`src/rtl/periph_rx_scheduler_pkg.sv`:
```
// Shared constants and types for the peripheral-to-USB scheduling path.
// Combinational only: no latency, no backpressure.
// Imported by the scheduler and its bench.
package lycan_globals;

    localparam int num_peripherals  = 8;
    localparam int usb_packet_width = 32;

    typedef enum logic {
        IDLE  = 1'b0,
        BURST = 1'b1
    } sched_state_t;

endpackage

```
`src/rtl/periph_rx_scheduler_rr_pick.sv`:
```
// Masked round-robin first-set finder: first requester after 'last', wrapping.
// Latency: purely combinational.
// Backpressure: none; found=0 when no request bit is set.
module rr_pick #(
    parameter int N  = 8,
    parameter int LW = $clog2(N)
) (
    input  logic [N-1:0]  req,
    input  logic [LW-1:0] last,
    output logic [LW-1:0] idx,
    output logic          found
);

    // N is a power of two, so the LW-bit add wraps naturally; offset N lands back on 'last'.
    always_comb begin
        idx   = '0;
        found = 1'b0;
        for (int i = 1; i <= N; i++) begin
            logic [LW-1:0] cand;
            cand = last + LW'(i);
            if (!found && req[cand]) begin
                idx   = cand;
                found = 1'b1;
            end
        end
    end

endmodule

```
`src/rtl/periph_rx_scheduler.sv`:
```
// Round-robin, burst-bounded arbiter sharing the output FIFO write port among peripheral RX FIFOs.
// Latency: request seen in IDLE at N -> rx_read at N+1 -> registered out_wr/out_data at N+2.
// Backpressure: pops are gated by out_almost_full; the one free slot absorbs the registered write.
module periph_rx_scheduler
    import lycan_globals::*;
#(
    parameter int NUM_PERIPH = num_peripherals,
    parameter int WIDTH      = usb_packet_width,
    parameter int MAX_BURST  = 16,
    parameter int GW         = $clog2(NUM_PERIPH)
) (
    input  logic                        clk,
    input  logic                        rst,
    input  logic [NUM_PERIPH-1:0]       rx_empty,
    input  logic [NUM_PERIPH-1:0]       rx_almost_full,
    input  logic [NUM_PERIPH*WIDTH-1:0] rx_data,
    output logic [NUM_PERIPH-1:0]       rx_read,
    input  logic                        out_almost_full,
    output logic [WIDTH-1:0]            out_data,
    output logic                        out_wr,
    output logic [GW-1:0]               grant,
    output logic                        grant_valid
);

    localparam int CW = (MAX_BURST > 1) ? $clog2(MAX_BURST) : 1;

    sched_state_t          state_q, state_d;
    logic [GW-1:0]         grant_q, grant_d;
    logic [GW-1:0]         last_q, last_d;
    logic [CW-1:0]         cnt_q, cnt_d;
    logic                  pop;

    logic [NUM_PERIPH-1:0] req, urg;
    logic [GW-1:0]         urg_idx, req_idx, winner;
    logic                  urg_found, req_found;

    assign req = ~rx_empty;
    assign urg = req & rx_almost_full;

    rr_pick #(.N(NUM_PERIPH), .LW(GW)) u_pick_urg (
        .req   (urg),
        .last  (last_q),
        .idx   (urg_idx),
        .found (urg_found)
    );

    rr_pick #(.N(NUM_PERIPH), .LW(GW)) u_pick_req (
        .req   (req),
        .last  (last_q),
        .idx   (req_idx),
        .found (req_found)
    );

    // Almost-full requesters form a strictly higher urgency class.
    assign winner = urg_found ? urg_idx : req_idx;

    always_comb begin
        state_d = state_q;
        grant_d = grant_q;
        last_d  = last_q;
        cnt_d   = cnt_q;
        pop     = 1'b0;
        case (state_q)
            IDLE: begin
                if (urg_found || req_found) begin
                    grant_d = winner;
                    cnt_d   = '0;
                    state_d = BURST;
                end
            end
            BURST: begin
                if (rx_empty[grant_q]) begin
                    state_d = IDLE;
                    last_d  = grant_q;
                end else if (!out_almost_full) begin
                    pop   = 1'b1;
                    cnt_d = cnt_q + CW'(1);
                    if (cnt_q == CW'(MAX_BURST - 1)) begin
                        state_d = IDLE;
                        last_d  = grant_q;
                    end
                end
            end
            default: state_d = IDLE;
        endcase
    end

    // Suppressed during reset so no word leaves a source FIFO that is being flushed.
    always_comb begin
        rx_read = '0;
        if (pop && !rst) begin
            rx_read[grant_q] = 1'b1;
        end
    end

    always_ff @(posedge clk) begin
        if (rst) begin
            state_q  <= IDLE;
            grant_q  <= '0;
            last_q   <= GW'(NUM_PERIPH - 1);
            cnt_q    <= '0;
            out_wr   <= 1'b0;
            out_data <= '0;
        end else begin
            state_q <= state_d;
            grant_q <= grant_d;
            last_q  <= last_d;
            cnt_q   <= cnt_d;
            out_wr  <= pop;
            if (pop) begin
                out_data <= rx_data[grant_q*WIDTH +: WIDTH];
            end
        end
    end

    assign grant       = grant_q;
    assign grant_valid = (state_q == BURST);

endmodule
```
`config.mk`:
```
export PLATFORM = sky130hd
export DESIGN_NAME = periph_rx_scheduler
export DESIGN_NICKNAME = d
export VERILOG_FILES = /design/src/rtl/periph_rx_scheduler_pkg.sv /design/src/rtl/periph_rx_scheduler_rr_pick.sv /design/src/rtl/periph_rx_scheduler.sv
export SDC_FILE = /design/constraint.sdc
export NUM_CORES = 1
export LEC_CHECK = 0
export CAP_MARGIN = 20
export CORE_AREA = 2 2 125 127
export DETAILED_ROUTE_END_ITERATION = 10
export DIE_AREA = 0 0 127 129
export HOLD_SLACK_MARGIN = 0.03
export PLACE_DENSITY_LB_ADDON = 0.15
export RECOVER_POWER = 50
export SLEW_MARGIN = 20
export SYNTH_ARGS = -nofsm -noshare
export SYNTH_HDL_FRONTEND = slang
export SYNTH_SLANG_ARGS = --single-unit
```
`constraint.sdc`:
```
create_clock -name clk -period 4.2 [get_ports clk]
set_input_delay 0.84 -clock clk [delete_from_list [all_inputs] [get_ports clk]]
set_output_delay 0.84 -clock clk [all_outputs]
set_load 0.1 [all_outputs]
```
Word-level counts from Yosys, hierarchy flattened:

Cells that the tools add are included.

* reduce and logical (&&, ||, !) cells: 36
* $lt $le $gt $ge: 10
* eq/ne operators: 5
* mux-type cells: 85
* bitwise gates (word level): 3
* shift-type cells: 1
* add/subtract/negate cells: 8

Operators by type and width (number)
* $shiftx 256x9->32: 1
* $mux 3: 20
* $bmux 1 s3: 17
* $mux 1: 41
* $lt 3x4->1 const B: 9
* $logic_and 1x1->1: 16
* $logic_not 1->1: 15
* $add 3x3->3 const B: 4
* $mux 4: 3
* $and 8x8->8: 1
* $mux 8: 1
* $not 8->8: 1
* $pmux 4 s2: 1
* $add 3x2->3 const B: 2
* $ne 2x2->1 const B: 3
* $reduce_and 3->1: 2
* $add 4x1->4 const B: 1
* $eq 4x4->1 const B: 1
* $add 3x1->3 const B: 1
* $demux 1 s3: 1
* $ge 3x1->1 const B: 1
* $ne 2x1->1 const B: 1
* $pmux 1 s2: 1
* $reduce_and 2->1: 1
* other kinds (3): 3

* register bits: 44
* output and inout port bits: 45

Logic depth before layout (Yosys ltp):

* word-level depth: 29
* gate-level depth with buffers: 15

Cells and area by module:

Synthesis repeated with hierarchy kept, for this count alone.

* cells, all modules: 555
* area total of the unflattened synthesis: 5925.7 um^2

Modules (own cells, without submodules)
* periph_rx_scheduler: area an instance 4354.2 um^2, cells each 369, sequential area each 880.8 um^2, times used 1
* rr_pick: area an instance 785.8 um^2, cells each 93, sequential area each 0.0 um^2, times used 2

Worst setup path after synthesis:

No wires, ideal clock.

* path kind: register to output
* start: reg grant_q[0] (netlist: grant[0])
* end: out rx_read[0]
* data arrival time: 3856 ps
* slack: -496 ps
* stages on the path, launching flop included: 10
* cells stage by stage: dfxtp_1 > nand2_1 > or2_2 > o22ai_1 > or4_1 > and3b_1 > clkbuf_1 > clkbuf_1 > nand2_1 > nor2_1

* longest elaborated chain between the ends: 6

RTL lines
* from (decl): line periph_rx_scheduler.sv:28 `logic [GW-1:0] grant_q, grant_d;`
* from (signal assigned): line periph_rx_scheduler.sv:106 `grant_q <= grant_d;`
* parallel branches: the longest is 5 deep, another holds $lt 3x4->1
* $mux 8 *: line periph_rx_scheduler.sv:91 `if (pop && !rst) begin`
* to (decl): line periph_rx_scheduler.sv:17 `output logic [NUM_PERIPH-1:0] rx_read,`

Mark *: on every way between the ends. The select of a mux whose other input is x is not followed.

Worst setup path after layout:

* start: in rx_empty[5]
* end: out rx_read[5]

* longest elaborated chain between the ends: 6

RTL lines
* from (decl): line periph_rx_scheduler.sv:14 `input logic [NUM_PERIPH-1:0] rx_empty,`
* $bmux 1 s3: line periph_rx_scheduler.sv:72 `if (rx_empty[grant_q]) begin`
* $mux 1 (implied by the code): line periph_rx_scheduler.sv:72
* $mux 1: line periph_rx_scheduler.sv:72
* $mux 1: line periph_rx_scheduler.sv:63 `case (state_q)`
* $logic_and 1x1->1: line periph_rx_scheduler.sv:91
* $mux 8: line periph_rx_scheduler.sv:91

Every way passes these cells. The select of a mux whose other input is x is not followed.

==> summary.md <==
| Metric | Value |
|---|---|
| Status | `complete, no violations` |
| Startpoint Class | `input pin` |
| Critical Path Max Stage Delay | `680 ps` |
| Die X | `127 µm` |
| Maximum clock frequency | `0.253 GHz` |
| Clock Latency Late Sink | `300 ps` |
| Worst EP required | `3360 ps` |
| Synth warn | `0` |
| Filler cell count | `between 1k and 1.5k` |
| HP Class | `register to register` |
| Tightest Pin Transition | `around 1400 ps` |
| Worst setup EP type | `output pin` |
| Worst path bufs/invs | `2` |
| Final hold vios | `0` |
| Vias in the first global route | `6445` |
| Avg Cell Area, Syn | `approximately 8.4 µm²` |
| Total number of vias | `6860` |
| Post-synthesis register bit count | `44` |
| Commonest cells post-synth | `nor2_1 (68), a221oi_1 (66), a22o_1 (64), clkbuf_1 (51), dfxtp_1 (44)` |
| Die Area | `around 0.016 mm²` |
| Post-Syn Instances | `589` |
| Post-synth EDFFs | `0` |
| RSZ-0062 raised after global routing | `false` |
| Critical path type | `input pin to output pin` |
| CTS max path bufs | `2` |
| Num rows | `45` |
| Rel. slew slack | `0.0496` |
| Worst-path maximum fanout | `10` |
| Yosys cell types | `between 70 and 80` |
| Sequential cell area fraction in the yosys report | `0.178` |
| Leakage | `3.16 nW` |
| Final HPWL DP | `around 23000 µm` |
| GRT Total Usage | `0.332` |
| CTS H-Tree Depth | `2` |
| Peak VDD IR | `around 220 µV` |
| Final Max Tran Viols | `0` |
| Die H | `~130 µm` |
| Reg area | `around 900 µm²` |
| Area after DPL | `0.00842 mm²` |
| Layout Area Growth over Synthesis | `73.8%` |
| Final RePlAce weighted congestion | `1.01` |
| Vias per cell | `6.36` |
| CP Cell Sequence | `clkdlybuf4s50_1 -> o22ai_1 -> or4_1 -> and3b_2 -> nand2_1 -> nor2_2 -> buf_12` |
| Leading post-synthesis cells by cell area | `dfxtp_1 (18%), a221oi_1 (12%), a22o_1 (11%)` |
| DRC Markers | `0` |
| Tcrit/Tclk final | `0.941` |
| 1st-iter DRT viols | `a little under 700` |
| Post-synth top flop | `dfxtp_1` |
| Family with the most delay on the worst path | `simple AND/OR/NAND/NOR gates` |
| Largest net degree at the start of global routing | `71` |
| CTS tree | `built` |
| Top-count cell post-synth | `nor2_1` |
| # resized after CTS | `0` |
| MaxCap Viol Count | `0` |
| Clk root buf | `clkbuf_16` |
| Post-route cell area | `roughly 0.0086 mm²` |
| Non-Filler Instances | `roughly 1.1k` |
| Mapped Area | `between 0.004 and 0.005 mm²` |
| Total gr overflow | `0` |
| CTS buffer count | `5` |
| Largest area contributor in the netlist | `dfxtp_1` |
| Multi-input gate area | `approximately 0.0038 mm²` |
| First-pass GRT wire length | `40500 µm` |
| Busiest layer in global routing | `met2` |
| Crit path time final | `3950 ps` |
| Routing usage on met1 | `0.438` |
| Core ar. | `approximately 0.015 mm²` |
| Fin nets | `1160` |
| Clock slew at reported path FFs | `70 ps` |
| Met3 global-route usage | `0.112` |
| Grt met2 use | `0.531` |
| Skew final | `~2.9 ps` |
| Endpoints failing setup | `0` |
| Post-synthesis async set-or-reset flop share | `0` |
| CTS Hold Buffers Added | `0` |
| Routed wire length | `28700 µm` |
| Initial Util | `0.331` |
| Post-CTS Setup Bufs | `0` |
| Routed len/inst | `26.6 µm` |
| Mapped Nets | `867` |
| Cell Pwr Density | `between 500 and 600 mW/mm²` |
| Initial DRT Pass Iterations | `5` |
| Cells after DPL | `1063` |
| WP data arrival | `3110 ps` |
| Slowest CP cell | `clkdlybuf4s50_1` |
| Initial antenna violation count | `8` |
| Clock sink count | `44` |
| Share of layout cells above drive strength 1 | `0.114` |
| IO buf count | `about 320` |
| Routed Antenna Nets | `0` |
| I/O pin count | `320` |
| Synth top area share | `0.178` |
[logic make-up after synthesis]
kind of cell	count (synthesis)	share of synthesized area
AO/OA/AOI/OAI	233	0.393
XOR/XNOR	8	0.0172
adder cells (fa/ha/maj)	3	0.00758
buffers and inverters	73	0.0662
flip-flops	44	0.178
multiplexers	53	0.165
AND/OR/NAND/NOR	175	0.173
[stage by stage]
stage               setup TNS, ps  utilization  setup slack, ps  total power [mW]  hold slack (ps)
floorplan                   -1260            -             -158              3.17              513
global placement                0        0.562              359              4.27              484
detailed placement              0        0.562              273              4.29              494
CTS                             0        0.574              268              4.79              504
global route                    0        0.574              138              5.06              514
finish                          0        0.575              249              4.80              501
[report_power, final]
group / switching (mW) / total [mW] / leakage, nW / internal (mW)
combinational: 2.24 / 3.71 / 2.72 / 1.47
clock: 0.201 / 0.482 / 0.0799 / 0.281
sequential: 0.102 / 0.609 / 0.359 / 0.507
total: 2.55 / 4.80 / 3.16 / 2.26
[cell usage in the layout (no fill, tap or decap), types with 20 or more instances in the layout]
master,n
a221oi_1,66
nand2_1,40
mux4_2,20
a311oi_1,34
dlygate4sd3_1,35
clkdlybuf4s50_1,275
a22o_1,64
buf_4,28
nor2_1,58
dfxtp_1,44
mux2i_1,22
[path summary, 6_finish.rpt]
kind               startpoint     endpoint  slack (ps)  cells after the start
setup reg to reg    last_q[0]     grant[1]         500                     10
setup / recovery  rx_empty[5]   rx_read[5]         250                      7
hold / removal    out_data[3]  out_data[3]         500                      2
hold reg to reg   out_data[3]  out_data[3]         500                      2
[worst reg2reg max path: cells and delay by family, from the launching register on]
family	cells	cell delay (ps)
buffers and inverters	3	960
AND/OR/NAND/NOR	2	660
AO/OA/AOI/OAI	3	610
multiplexers	1	370
flip-flops	1	440
adder cells (fa/ha/maj)	1	560
[routing by layer]
metal  vias to the layer above  share of wire
met1                      3319           0.41
met5                         -         0.0015
met3                        53           0.12
li1                       3004              -
met2                       476           0.45
met4                         8          0.022
[sequential cells by signal (all words and copies together), names as in the netlist]
| register | count |
|---|---|
| cnt_q | 4 |
| last_q | 3 |
| grant | 3 |
| out_data | 32 |
| out_wr | 1 |
| grant_valid | 1 |
[layout make-up]
class	instances	area share
clock inverter	3	0.00494
inverter	10	0.00465
timing repair buffer	349	0.405
antenna	7	0.00203
clock buffer	5	0.0145
sequential	44	0.102
multi-input combinational	472	0.439
tap	188	0.0273
(Power assumes the default switching activity.)
